`config.mk`:
```
export PLATFORM = sky130hd
export DESIGN_NAME = seq_divider_flat
export DESIGN_NICKNAME = d
export VERILOG_FILES = /design/src/rtl/seq_divider_if.sv /design/src/rtl/seq_divider.sv /design/src/flat_wrapper.sv
export SDC_FILE = /design/constraint.sdc
export NUM_CORES = 1
export LEC_CHECK = 0
export ABC_AREA = 1
export BUFFER_PORTS_ARGS = -buffer_cell sky130_fd_sc_hd__buf_4
export CAP_MARGIN = 25
export CORE_UTILIZATION = 40
export DETAILED_ROUTE_END_ITERATION = 16
export HOLD_SLACK_MARGIN = 0.1
export PLACE_DENSITY_LB_ADDON = 0.1
export SYNTH_ARGS = -nofsm -noshare
export SYNTH_HDL_FRONTEND = slang
export SYNTH_SLANG_ARGS = --single-unit
export TNS_END_PERCENT = 30
```
`constraint.sdc`:
```
create_clock -name clk -period 2.2 [get_ports clk]
set_input_delay 0.44 -clock clk [delete_from_list [all_inputs] [get_ports clk]]
set_output_delay 0.44 -clock clk [all_outputs]
set_load 0.02 [all_outputs]
```
`src/rtl/seq_divider_if.sv`:
```
// Handshake and operand/result bundle for the sequential divider.
// The master side requests a division and the slave side reports results.
interface seq_divider_if #(
  parameter int WIDTH = 8
);
  logic             start;
  logic [WIDTH-1:0] dividend;
  logic [WIDTH-1:0] divisor;
  logic             busy;
  logic             done;
  logic [WIDTH-1:0] quotient;
  logic [WIDTH-1:0] remainder;
  logic             div_by_zero;

  modport master (
    output start, dividend, divisor,
    input  busy, done, quotient, remainder, div_by_zero
  );

  modport slave (
    input  start, dividend, divisor,
    output busy, done, quotient, remainder, div_by_zero
  );
endinterface

```
`src/rtl/seq_divider.sv`:
```
// Multi-cycle unsigned restoring divider, one quotient bit per clock.
// Divide by zero bypasses the iteration loop and flags the result.
module seq_divider #(
  parameter int WIDTH = 8
) (
  input logic         clk,
  input logic         rst_n,
  seq_divider_if.slave bus
);
  localparam int CW = $clog2(WIDTH);

  typedef enum logic [1:0] {
    IDLE,
    CALC,
    ZDIV,
    DONE
  } state_t;

  state_t state_q, state_d;

  logic [WIDTH-1:0] dvd_q;
  logic [WIDTH-1:0] dsr_q;
  logic [WIDTH:0]   rem_q;
  logic [CW-1:0]    cnt_q;
  logic [WIDTH-1:0] quo_q;
  logic [WIDTH-1:0] rmd_q;
  logic             dz_q;
  logic             done_q;

  logic [WIDTH+1:0] shifted;
  logic [WIDTH+1:0] trial;
  logic             qbit;
  logic [WIDTH:0]   rem_d;
  logic [WIDTH-1:0] dvd_d;
  logic             last;

  // One restoring step; trial's top bit is the borrow
  always_comb begin
    shifted = {rem_q, dvd_q[WIDTH-1]};
    trial   = shifted - {2'b00, dsr_q};
    qbit    = ~trial[WIDTH+1];
    rem_d   = qbit ? trial[WIDTH:0] : shifted[WIDTH:0];
    dvd_d   = {dvd_q[WIDTH-2:0], qbit};
    last    = (cnt_q == CW'(WIDTH - 1));
  end

  always_comb begin
    state_d = state_q;
    unique case (state_q)
      IDLE: begin
        if (bus.start) begin
          state_d = (bus.divisor != '0) ? CALC : ZDIV;
        end
      end
      CALC: begin
        if (last) state_d = DONE;
      end
      ZDIV:    state_d = DONE;
      DONE:    state_d = IDLE;
      default: state_d = IDLE;
    endcase
  end

  always_ff @(posedge clk or negedge rst_n) begin
    if (!rst_n) begin
      state_q <= IDLE;
      dvd_q   <= '0;
      dsr_q   <= '0;
      rem_q   <= '0;
      cnt_q   <= '0;
      quo_q   <= '0;
      rmd_q   <= '0;
      dz_q    <= 1'b0;
      done_q  <= 1'b0;
    end else begin
      state_q <= state_d;
      done_q  <= 1'b0;
      unique case (state_q)
        IDLE: begin
          if (bus.start) begin
            dvd_q <= bus.dividend;
            dsr_q <= bus.divisor;
            rem_q <= '0;
            cnt_q <= '0;
          end
        end
        CALC: begin
          dvd_q <= dvd_d;
          rem_q <= rem_d;
          cnt_q <= cnt_q + CW'(1);
          if (last) begin
            quo_q  <= dvd_d;
            rmd_q  <= rem_d[WIDTH-1:0];
            dz_q   <= 1'b0;
            done_q <= 1'b1;
          end
        end
        ZDIV: begin
          quo_q  <= '1;
          rmd_q  <= dvd_q;
          dz_q   <= 1'b1;
          done_q <= 1'b1;
        end
        default: ;
      endcase
    end
  end

  assign bus.busy        = (state_q == CALC);
  assign bus.done        = done_q;
  assign bus.quotient    = quo_q;
  assign bus.remainder   = rmd_q;
  assign bus.div_by_zero = dz_q;
endmodule
```
`src/flat_wrapper.sv`:
```
// flat-port wrapper written by rule: the top's interface ports become plain ports
module seq_divider_flat 
#(
  parameter int WIDTH = 8
)
  (clk, rst_n, bus_start, bus_dividend, bus_divisor, bus_busy, bus_done, bus_quotient, bus_remainder, bus_div_by_zero);
  seq_divider_if #(.WIDTH(WIDTH)) bus_i ();
  input logic clk;
  input logic rst_n;
  input wire logic [$bits(bus_i.start)-1:0] bus_start;
  input wire logic [$bits(bus_i.dividend)-1:0] bus_dividend;
  input wire logic [$bits(bus_i.divisor)-1:0] bus_divisor;
  output wire logic [$bits(bus_i.busy)-1:0] bus_busy;
  output wire logic [$bits(bus_i.done)-1:0] bus_done;
  output wire logic [$bits(bus_i.quotient)-1:0] bus_quotient;
  output wire logic [$bits(bus_i.remainder)-1:0] bus_remainder;
  output wire logic [$bits(bus_i.div_by_zero)-1:0] bus_div_by_zero;
  assign bus_i.start = bus_start;
  assign bus_i.dividend = bus_dividend;
  assign bus_i.divisor = bus_divisor;
  assign bus_busy = bus_i.busy;
  assign bus_done = bus_i.done;
  assign bus_quotient = bus_i.quotient;
  assign bus_remainder = bus_i.remainder;
  assign bus_div_by_zero = bus_i.div_by_zero;
  seq_divider #(.WIDTH(WIDTH)) u_core (.clk(clk), .rst_n(rst_n), .bus(bus_i));
endmodule
```
==> results_dict.tcl <==
set metrics [dict create \
    swShare_pct 50.64 \
    cts-hold-fix-buffers 0 \
    detail-route-antenna-nets 0 \
    clock_tree_from_tritoncts "yes" \
    avgSynthCellArea_um2 7.587 \
    peakVddDrop_v 0.0007282 \
    die_y_um 84.86 \
    max_slew_headroom_pct 57.74 \
    total_switching_power_mw 2.863 \
    clk_path_buf_depth 2 \
    cp.arrival_ns 2.25 \
    total_routing_usage_reported_by_global_routing_pct 19.75 \
    power_frac_comb_pct 63.8 \
    r2r-start "u_core.dvd_q[7]" \
    worstPathMaxFanout 3 \
    totalPowerFinal_mw 5.654 \
    most-common-layout-cells "nand2_1, dfrtp_1, buf_4, inv_1, o21ai_0" \
    place.detailed.hpwl_um 4768 \
    clock_latency_ns 0.30 \
    route.vias.total 2374 \
    post_route_drc 2 \
    final.min_clock_period_ns 2.046 \
    final_hold_viol_count 0 \
    synth_seq_cells 48 \
    antenna_found_initial 0 \
    placementRows 29 \
    type_of_origin_of_the_critical_path "flop" \
    min_period_over_period_pct 92.98 \
    max_freq_mhz 488.9 \
    critical_path_required_ns 2.40 \
    dominantRegCellSynth "dfrtp_1" \
    slew_viol_final 0 \
    rsz0062_at_grt "no" \
    power.share.clock_pct 9.3 \
    total_leakage_power_nw 1.784 \
    drt-total-wl_um 6423 \
    worst_path_most_repeated_cell "nand2_1" \
    crit_path_end_kind "flop" \
    cts_root_buffer "clkbuf_8" \
    grt_pass1_vias 2322 \
    cts_htree_levels 2 \
    max_stage_delay_ns 0.41 \
    port_buffers 37 \
    io_pins 38 \
    seqPwrFrac_pct 26.9 \
    critical-path-slowest-cell "fa_1" \
    first_pass_iters 10 \
    yosys.cell_types.count 25 \
    die_x_um 84.86 \
    cp_top_family "simple AND/OR/NAND/NOR gates" \
    synth_fp_nets 395 \
    detail_route.vias_per_cell 4.956 \
    post_drt_wl_per_cell_um 13.41 \
    timing.critical_path.cells "inv_1 > ha_1 > inv_1 > fa_1 > nand3_1 > nand2_1 > nand3_1 > nand2_1 > nand2_1 > nand2_1 > nand2_2 > nand3_1 > nand2_1 > nand2_1" \
    cts_buffers 5 \
    post_synth_inst_count 362 \
    synth-edff-count 0 \
    synthesis_warnings 0 \
    asyncSetResetFlopFracSynth_pct 100.0 \
    area_growth_from_synthesis_to_layout_pct 17.31 \
    cts.reportedPaths.clkPinSlew_ns 0.09 \
    hp-class "input pin to asynchronous set/reset pin" \
    timing.critical_path.from "u_core.dvd_q[7]" \
    fillerInstances 690 \
    logic_depth_of_the_worst_setup_path_including_buffers 14 \
    finalSetupTns_ns 0 \
    ff2ff_path_depth 14 \
    grt-ovfl-total 0 \
    layout-drive-gt1-share_pct 18.66 \
    rr_endpoint "u_core.bus.remainder[6]" \
    yosysSeqAreaShare_pct 43.74 \
    start_util_pct 42.28 \
    gp_routability_congestion 0.9246 \
    status "complete, but fails checks" \
    failed_checks "DRC" \
    grt_max_degree 49 \
    timing.reg2reg.setup_slack_ns 0.15 \
    power.density_nw_per_um2 1755 \
    setup_violations 0 \
    cp.buffers_inverters 2 \
    timing_worst_slew_pin_value_ns 0.6339 \
    grt_first_pass_wirelength_um 11050 \
    finalClockSkew_ns 0.007161 \
    synth_area_um2 2746 \
    first_iter_violations 147 \
    internal_power_mw 2.791 \
    criticalPathCategory "flop to flop" \
    number_of_nets_in_the_final_layout 435 \
    num_antenna_cells 0 \
    core_region_um2 6495 \
    max_cap_viol_count 0 \
    commonest_non_fill_non_tap_cell_in_the_layout "nand2_1" \
    clkSinkCount 48 \
    dieArea_um2 7201 \
]
stage by stage:
| stage | hold slack [ns] | std cells | worst slack (ns) | util (%) | instance area [um2] |
|---|---|---|---|---|---|
| 6_report | 0.1397 | 479 | 0.1545 | 49.61 | 3222 |
| 5_1_grt | 0.2061 | 479 | 0.02820 | 49.61 | 3222 |
| 4_1_cts | 0.1789 | 479 | 0.09888 | 49.26 | 3199 |
| 3_5_place_dp | 0.4597 | 472 | 0.1195 | 48.01 | 3118 |
| 3_3_place_gp | 0.4555 | 472 | 0.05777 | 48.01 | 3118 |
| 2_1_floorplan | 0.1444 | 362 | 0.4269 | - | 2746 |
power groups by stage:
stage          clock network, mW  registers [mW]  logic, mW
2_1_floorplan                  0            1.65       2.46
3_3_place_gp                   0            1.53       3.59
3_5_place_dp                   0            1.53       3.58
4_1_cts                    0.546            1.52       3.59
5_1_grt                    0.577            1.57       4.08
6_report                   0.526            1.52       3.61
how the worst max path moves through the flow:
stage / endpoint / slack [ns]
2_1_floorplan: u_core.rem_q[7] / 0.43
3_3_place_gp: u_core.bus.remainder[6] / 0.06
3_5_place_dp: u_core.bus.remainder[4] / 0.12
4_1_cts: u_core.bus.remainder[4] / 0.1
5_1_grt: u_core.bus.remainder[6] / 0.03
6_report: u_core.bus.remainder[6] / 0.15
metal layers:
metal	vias to the layer above	wire length [um]	GRT usage (%)
met5	-	0	0
met4	0	72	5.547
met3	6	276	3.794
met2	59	2825	31.56
met1	1076	3249	27.52
li1	1233	-	-
Yosys cell counts (3+ instances only):
cell type / number / share of area [%]
a21oi_1: 12 / 2.2
clkbuf_1: 6 / 0.82
dfrtp_1: 48 / 44
ha_1: 13 / 5.9
inv_1: 39 / 5.3
inv_2: 5 / 0.68
nand2_1: 135 / 18
nand2_2: 8 / 1.8
nand3_1: 25 / 4.6
nand4_1: 3 / 0.68
nor2_1: 10 / 1.4
o21ai_0: 36 / 6.6
o21ai_2: 3 / 0.96
xor2_1: 3 / 0.96
state kept, by name, summed over array words and instances (netlist names):
| name | flops |
|---|---|
| u_core.bus.div_by_zero | 1 |
| u_core.bus.done | 1 |
| u_core.bus.quotient | 8 |
| u_core.bus.remainder | 8 |
| u_core.cnt_q | 3 |
| u_core.dsr_q | 8 |
| u_core.dvd_q | 8 |
| u_core.rem_q | 9 |
| u_core.state_q | 2 |
layout make-up:
cell class                 count  area (um2)  share of cell area (%)
clock buffer                   5       68.82                   2.136
clock inverter                 2       12.51                  0.3883
inverter                      44       165.2                   5.126
multi-input combinational    262        1370                   42.52
sequential                    48        1201                   37.28
tap                           77       96.34                   2.990
timing repair buffer          41       307.8                   9.553
cell families after synthesis:
family                     after synthesis  share of synthesized area (%)
xor gates and xnor gates                 3                         0.9569
DFF                                     48                          43.74
AOI/OAI and AO/OA                       57                          11.48
buffers and inverters                   52                          7.198
adders and majority gates               14                          6.652
and+or+nand+nor                        188                          29.98
repair_timing:
action | 4_1_cts | 5_1_grt
setup endpoints to repair | 0 | 4
buffers inserted | 0 | 0
gates resized for setup | 0 | 3
(Power assumes the default switching activity.)
